### src/rtl/read_scan_ctrl_pkg.sv
// Shared types and sizing helpers for the read-scan controller.
// Walks a row mask one word line at a time and gathers the sampled mux outputs.
package read_scan_ctrl_pkg;

  typedef enum logic [1:0] {
    ST_IDLE  = 2'd0,
    ST_DRIVE = 2'd1,
    ST_GAP   = 2'd2,
    ST_DONE  = 2'd3
  } state_e;

  localparam int DEF_ROWS   = 4;
  localparam int DEF_SETTLE = 1;

  // Settle counter width; never narrower than one bit so SETTLE=0 still has a register.
  function automatic int cnt_w(input int settle);
    return (settle < 1) ? 1 : $clog2(settle + 1);
  endfunction

endpackage

### src/rtl/read_scan_ctrl_lsb_onehot.sv
// Lowest-set-bit isolate: picks the next row to read and the bit to clear from the pending mask.
module lsb_onehot #(
  parameter int W = 4
) (
  input  logic [W-1:0] i_x,
  output logic [W-1:0] o_iso,
  output logic         o_zero
);

  logic [W-1:0] w_neg;

  assign w_neg  = ~i_x + 1'b1;
  assign o_iso  = i_x & w_neg;
  assign o_zero = ~|i_x;

endmodule

### src/rtl/read_scan_ctrl.sv
// Read sequencer: drives one word line per selected row, waits SETTLE cycles,
// samples dout and returns the gathered bits over a valid/ready response.
module read_scan_ctrl
  import read_scan_ctrl_pkg::*;
#(
  parameter int ROWS   = DEF_ROWS,
  parameter int SETTLE = DEF_SETTLE
) (
  input  logic            clk,
  input  logic            rst_n,
  input  logic            req_valid,
  output logic            req_ready,
  input  logic [ROWS-1:0] req_mask,
  output logic [ROWS-1:0] rwl,
  input  logic            dout,
  output logic            rsp_valid,
  input  logic            rsp_ready,
  output logic [ROWS-1:0] rsp_data,
  output logic            busy
);

  localparam int            CW       = cnt_w(SETTLE);
  localparam logic [CW-1:0] CNT_LAST = CW'(SETTLE);

  state_e          r_state;
  logic [ROWS-1:0] r_pend;
  logic [ROWS-1:0] r_data;
  logic [CW-1:0]   r_cnt;

  logic [ROWS-1:0] w_row;
  logic            w_zero;

  lsb_onehot #(.W(ROWS)) u_lsb (
    .i_x   (r_pend),
    .o_iso (w_row),
    .o_zero(w_zero)
  );

  always_ff @(posedge clk or negedge rst_n) begin
    if (!rst_n) begin
      r_state <= ST_IDLE;
      r_pend  <= '0;
      r_data  <= '0;
      r_cnt   <= '0;
    end else begin
      case (r_state)
        ST_IDLE: begin
          if (req_valid) begin
            r_pend  <= req_mask;
            r_data  <= '0;
            r_cnt   <= '0;
            r_state <= (|req_mask) ? ST_DRIVE : ST_DONE;
          end
        end
        ST_DRIVE: begin
          if (w_zero) begin
            r_state <= ST_DONE;
          end else if (r_cnt == CNT_LAST) begin
            r_data  <= (r_data & ~w_row) | (dout ? w_row : '0);
            r_pend  <= r_pend & ~w_row;
            r_cnt   <= '0;
            r_state <= ST_GAP;
          end else begin
            r_cnt <= r_cnt + 1'b1;
          end
        end
        ST_GAP: begin
          r_cnt   <= '0;
          r_state <= w_zero ? ST_DONE : ST_DRIVE;
        end
        ST_DONE: begin
          if (rsp_ready) r_state <= ST_IDLE;
        end
        default: r_state <= ST_IDLE;
      endcase
    end
  end

  // Decoded straight from the async-reset state so rwl collapses the instant rst_n falls.
  assign rwl       = (r_state == ST_DRIVE) ? w_row : '0;
  assign req_ready = (r_state == ST_IDLE);
  assign busy      = (r_state != ST_IDLE);
  assign rsp_valid = (r_state == ST_DONE);
  assign rsp_data  = r_data;

endmodule

### config.mk
export PLATFORM = sky130hd
export DESIGN_NAME = read_scan_ctrl
export DESIGN_NICKNAME = d
export VERILOG_FILES = /design/src/rtl/read_scan_ctrl_pkg.sv /design/src/rtl/read_scan_ctrl_lsb_onehot.sv /design/src/rtl/read_scan_ctrl.sv
export SDC_FILE = /design/constraint.sdc
export NUM_CORES = 1
export LEC_CHECK = 0
export CAP_MARGIN = 40
export CORE_UTILIZATION = 39
export DETAILED_ROUTE_END_ITERATION = 10
export MAX_ROUTING_LAYER = met4
export PLACE_DENSITY_LB_ADDON = 0.05
export RECOVER_POWER = 50
export SLEW_MARGIN = 20
export SYNTH_ARGS = -nofsm -noshare
export SYNTH_HDL_FRONTEND = slang
export SYNTH_SLANG_ARGS = --single-unit
### constraint.sdc
create_clock -name clk -period 1.2 [get_ports clk]
set_input_delay 0.24 -clock clk [delete_from_list [all_inputs] [get_ports clk]]
set_output_delay 0.24 -clock clk [all_outputs]
set_load 0.01 [all_outputs]
# --- Yosys cells after proc, flatten, opt, wreduce, memory -nomap -nowiden ---
# Cells that the tools add are included.
totals:
  ff_bits: 11
  mem_bits_ro: 0
  word_cells: 50
  input_bits: 9
  out_inout_bits: 11
  mem_bits_rw: 0
  memories: 0
  latchBits: 0
classes:
  reduce_logical: 9
  muxes: 21
  n_addsub: 2
  n_bitwise: 6
  n_lt_le_gt_ge: 0
  eq_ne: 8
  mul: 0
  n_shift: 0
  n_div: 0
ops:
  columns: ["op", "count"]
  rows:
  - ["2-to-1 mux 4 bit", 8]
  - ["case mux 4 bit (2 select lines)", 2]
  - ["AND 4 bit", 3]
  - ["2-to-1 mux 2 bit", 6]
  - ["inverter 4 bit", 2]
  - ["case mux 2 bit (4 select lines)", 1]
  - ["OR reduction 4 bit", 2]
  - ["AND reduction 3 bit", 2]
  - ["adder 4 x 1 -> 4 bit, second input constant", 1]
  - ["equality test 2 bit, second input constant", 2]
  - ["!= test 2 x 1 -> 1 bit, second input constant", 2]
  - ["!= test 2 bit, second input constant", 2]
  - ["OR 4 bit", 1]
  - ["AND reduction 4 bit", 1]
  - ["nonzero test 2 bit", 2]
  - ["2-to-1 mux 1 bit", 3]
  - ["!= test 3 bit, second input constant", 1]
  - ["case mux 1 bit (3 select lines)", 1]
  - ["nonzero test 3 bit", 1]
  - ["equality test 2 x 1 -> 1 bit, second input constant", 1]
  - ["logical NOT 2 bit", 1]
  - ["adder 1 bit, second input constant", 1]

# --- Longest topological paths before layout ---
logic_depth:
  ltp_word: 9
  mapped_depth: 5
  ltp_nobuf: 4

# --- Cells and area by module ---
# From an unflattened synthesis, not the netlist that was laid out.
hier_totals:
  cells_unflattened: 56
  hier_area_um2: 603.1
modules_own_cells:
  columns: ["mod", "seq_area_each_um2", "cells_per_inst", "area_each_um2", "instances"]
  rows:
  - ["read_scan_ctrl", 275.3, 51, 554.3, 1]
  - ["lsb_onehot", 0.0, 5, 48.8, 1]

# --- Worst setup path before layout ---
# Ideal clock, no wire load.
synth_timing:
  path_type: "register -> register"
  startpoint: "register r_state[0]"
  endpoint: "register r_pend[0]"
  setup_slack_ns: -0.016
  arrival_time_ns: 1.152
  period_less_slack_ns: 1.216
  setup_time_ns: 0.064
  stages_incl_launch_ff: 5
  cell_sequence: "dfrtp_1 -> buf_4 -> nor2_1 -> and2_1 -> a22o_2"
synth_via:
  elab_chain_cells: 3
  word_cells_on_any_way: 8
  cone_classes: "eq/ne (4); mux (1); reduce/logical (3)"
synth_lines:
  columns: ["element", "line", "text"]
  rows:
  - ["from (decl)", "read_scan_ctrl.sv:25", "state_e r_state;"]
  - ["from (signal assigned)", "read_scan_ctrl.sv:52", "r_state <= (|req_mask) ? ST_DRIVE : ST_DONE;"]
  - ["from (signal assigned)", "read_scan_ctrl.sv:69", "r_state <= w_zero ? ST_DONE : ST_DRIVE;"]
  - ["logical NOT 2 bit *", null, null]
  - ["named net req_ready", "read_scan_ctrl.sv:12", "output logic req_ready,"]
  - ["!= test 2 bit (no source line) / nonzero test 2 bit (equally long branches)", null, null]
  - ["AND reduction 4 bit (no source line)", null, null]
  - ["to (signal assigned)", "read_scan_ctrl.sv:49", "r_pend <= req_mask;"]
  - ["to (signal assigned)", "read_scan_ctrl.sv:60", "r_pend <= r_pend & ~w_row;"]
  - ["to (decl)", "read_scan_ctrl.sv:26", "logic [ROWS-1:0] r_pend;"]
# Mark *: on every way through the listed nets, which the timed path passes. The rest lies on a longest branch.
# A chain may end at the register's enable or synchronous reset.

# --- Worst setup path in the final report ---
layout_timing:
  startpoint: "register r_pend[0]"
  endpoint: "output port rwl[1]"
layout_via:
  elab_chain_cells: 4
layout_lines:
  columns: ["element", "line", "text"]
  rows:
  - ["inverter 4 bit", "read_scan_ctrl_lsb_onehot.sv:12", "assign w_neg = ~i_x + 1'b1;"]
  - ["adder 4 x 1 -> 4 bit", "read_scan_ctrl_lsb_onehot.sv:12", null]
  - ["AND 4 bit", "read_scan_ctrl_lsb_onehot.sv:13", "assign o_iso = i_x & w_neg;"]
  - ["2-to-1 mux 4 bit", "read_scan_ctrl.sv:80", "assign rwl = (r_state == ST_DRIVE) ? w_row : '0;"]
  - ["to (decl)", "read_scan_ctrl.sv:14", "output logic [ROWS-1:0] rwl,"]
# No other way between the ends.

==> metrics.yaml <==
leakage_nw: 0.5612
hold_viol_final: 0
cap_viol_max_count: 0
place_area_um2: 968.4
post-route-worst-setup-slack_ns: -0.3199
final_util: 0.7907
critPathSlowestCell: "dfrtp_1"
synthDistinctLibCells: 28
synth-main-ff-cell: "dfrtp_1"
finalSetupTns_ns: -2.455
synth_edf_count: 0
setup_viol_count_final: 17
vias: 750
start_util: 0.4145
port_buffers: 19
die_area_um2: 1765
synth-seq-cells: 11
cp.required_ns: 0.96
grt_first_pass_wirelength_um: 3367
dpl.hpwl_um: 1229
gp_congestion: 0.8226
worst_pin_slew_ns: 0.5761
die_x_um: 42.01
syn_nets: 83
crit_fanout: 3
crit_path_end_kind: "output pin"
ctsHoldBuffers: 0
yosys_warnings: 0
r2r_end: "r_state[0]$_DFFE_PN0P_"
wirelength_um: 1977
cts_sinks: 11
n_antenna_cell: 0
crit_path_cell_trace: "buf_6 > or2b_4 > nor2_1 > buf_2"
path_class: "flip-flop to output pin"
clockRootBuffer: "clkbuf_4"
yosysSeqAreaShare: 0.4409
r2r_slack_ns: -0.27
avgRoutedWirePerCell_um: 14.02
firstDrtPassIters: 4
fin_crit_sh: 1.267
grt_usage: 0.2598
synth_cells: 74
core_area_um2: 1506
via_per_inst: 5.319
layout-drive-gt1-share: 0.4800
area_growth_pct: 90.78
cts_tree: "built"
stdcell_area_um2: 1191
synth_top_area_frac: 0.4409
grt-ovfl-total: 0
rsz0062_at_grt: "true"
cts_made_buffers: 3
clk_pin_slew_worst_paths_ns: 0.07
first_iter_violations: 18
grt_max_degree: 12
yosys.area.top_type: "dfrtp_1"
cts-htree-levels: 1
ys_async_sr_fraction: 1.000
maxSlewHeadroom: 0.6159
ir_drop_mv: 1.791
crit_path_start_kind: "flip-flop"
layoutNonFillerInstCount: 141
cp_slowest_stage_delay_ns: 0.42
rows: 14
yosysMostFrequentCell: "dfrtp_1"
die_h_um: 42.01
rr_worst_depth: 6
drc: 0
insertion_delay_ns: 0.27
nets: 135
finClkSkew_ns: 0.004926
synthTopCellsByCount: "11 x dfrtp_1, 10 x nand2_1, 10 x o21ai_0, 9 x nor2_1, 4 x a21oi_1"
status: "finished with violations"
reg2reg_from: "r_pend[0]$_DFFE_PN0P_"
powerDensity_nw_per_um2: 2587
drtAntennaViolNets: 0
drv_slew: 0
syn_area_um2: 624.3
hold_class: "input pin to asynchronous set/reset pin"
max_freq_mhz: 657.9
period_needed_ns: 1.520
crit_start: "r_pend[0]$_DFFE_PN0P_"
violations: "negative setup slack"
dp.cells: 125
cts_buffer_depth: 2
grt_pass1_vias: 767
pin_count: 20
synth.area.top_cells: "dfrtp_1 44%, o21ai_0 8.0%, nand2_1 6.0%"
cp.arrival_ns: 1.28
total_power_w: 0.003081
postSynthAreaPerCell_um2: 8.437
antenna_found_initial: 0
-- flip-flops by register name (all words and copies together) (netlist names) --
register and count:
r_pend 4, rsp_data 4, r_state 2, r_cnt 1
-- routing by layer --
| metal | part of all wire | global-route usage | vias up | wire (um) |
|---|---|---|---|---|
| met1 | 0.39 | 0.2818 | 348 | 773 |
| met4 | 0.023 | 0.1250 | 0 | 46 |
| met5 | 0 | - | - | 0 |
| li1 | - | - | 361 | - |
| met2 | 0.54 | 0.4594 | 35 | 1071 |
| met3 | 0.044 | 0.04310 | 6 | 86 |
-- worst max-delay path by stage --
stage,to,slack [ns],depth (start not counted)
final,rwl[1],-0.32,4
after global routing,rwl[3],-0.40,5
after CTS,rwl[1],-0.31,4
after detailed placement,rwl[1],-0.40,3
after global placement,rwl[1],-0.37,3
after floorplan,r_state[0]$_DFFE_PN0P_,0.005,4
-- through the flow --
step	worst slack, ns	hold slack (ns)
floorplan	0.005101	-0.05559
global placement	-0.3681	0.4865
detailed placement	-0.4013	0.4949
CTS	-0.3090	0.2701
global route	-0.4013	0.5295
finish	-0.3199	0.4776
-- cell families (layout without fill, tap and decap cells) --
kind of cell           Yosys count  after routing  synth area share
AND/OR/NAND/NOR                 38             38            0.3327
AO/OA/AOI/OAI                   20             21            0.1884
buffers and inverters            5             55           0.03807
flip-flops                      11             11            0.4409
-- area by class of cell --
class | instances | area (um2)
fill | 99 | 315.3
tap | 16 | 20.02
inverter | 2 | 7.507
clock buffer | 4 | 26.28
multi-input combinational | 59 | 432.9
sequential | 11 | 276.5
timing repair buffer | 49 | 427.9
-- worst max-delay path: cells and delay by family (launching register included) --
family	cells	cell delay, ns
buffers and inverters	2	0.27
flip-flops	1	0.42
AND/OR/NAND/NOR	2	0.33
-- layout by cell type (no fill, tap or decap), drive strengths merged, types with 2 or more instances in the layout --
master,n
a22o,2
inv,2
dfrtp,11
clkdlybuf4s50,7
nand3,2
nand2b,2
nand2,10
buf,36
and2,3
clkdlybuf4s15,3
a21o,2
a21oi,5
nor2,10
nor4,2
o22ai,2
nor3,3
o21ai,10
clkbuf,5
-- power breakdown --
| part | internal, W | leakage, nW | switching (W) |
|---|---|---|---|
| registers | 0.000527 | 0.141 | 0.000140 |
| clock network | 0.000129 | 0.0150 | 0.000119 |
| logic | 0.00122 | 0.405 | 0.000943 |
-- repair_timing --
action                                  CTS  global route
setup buffers                            11             2
pin swaps                                 6            10
endpoints found under the setup margin   22            20
resized for setup                        67            11
gates cloned                              1             0
Note: power is estimated with default switching activity, not from simulation.
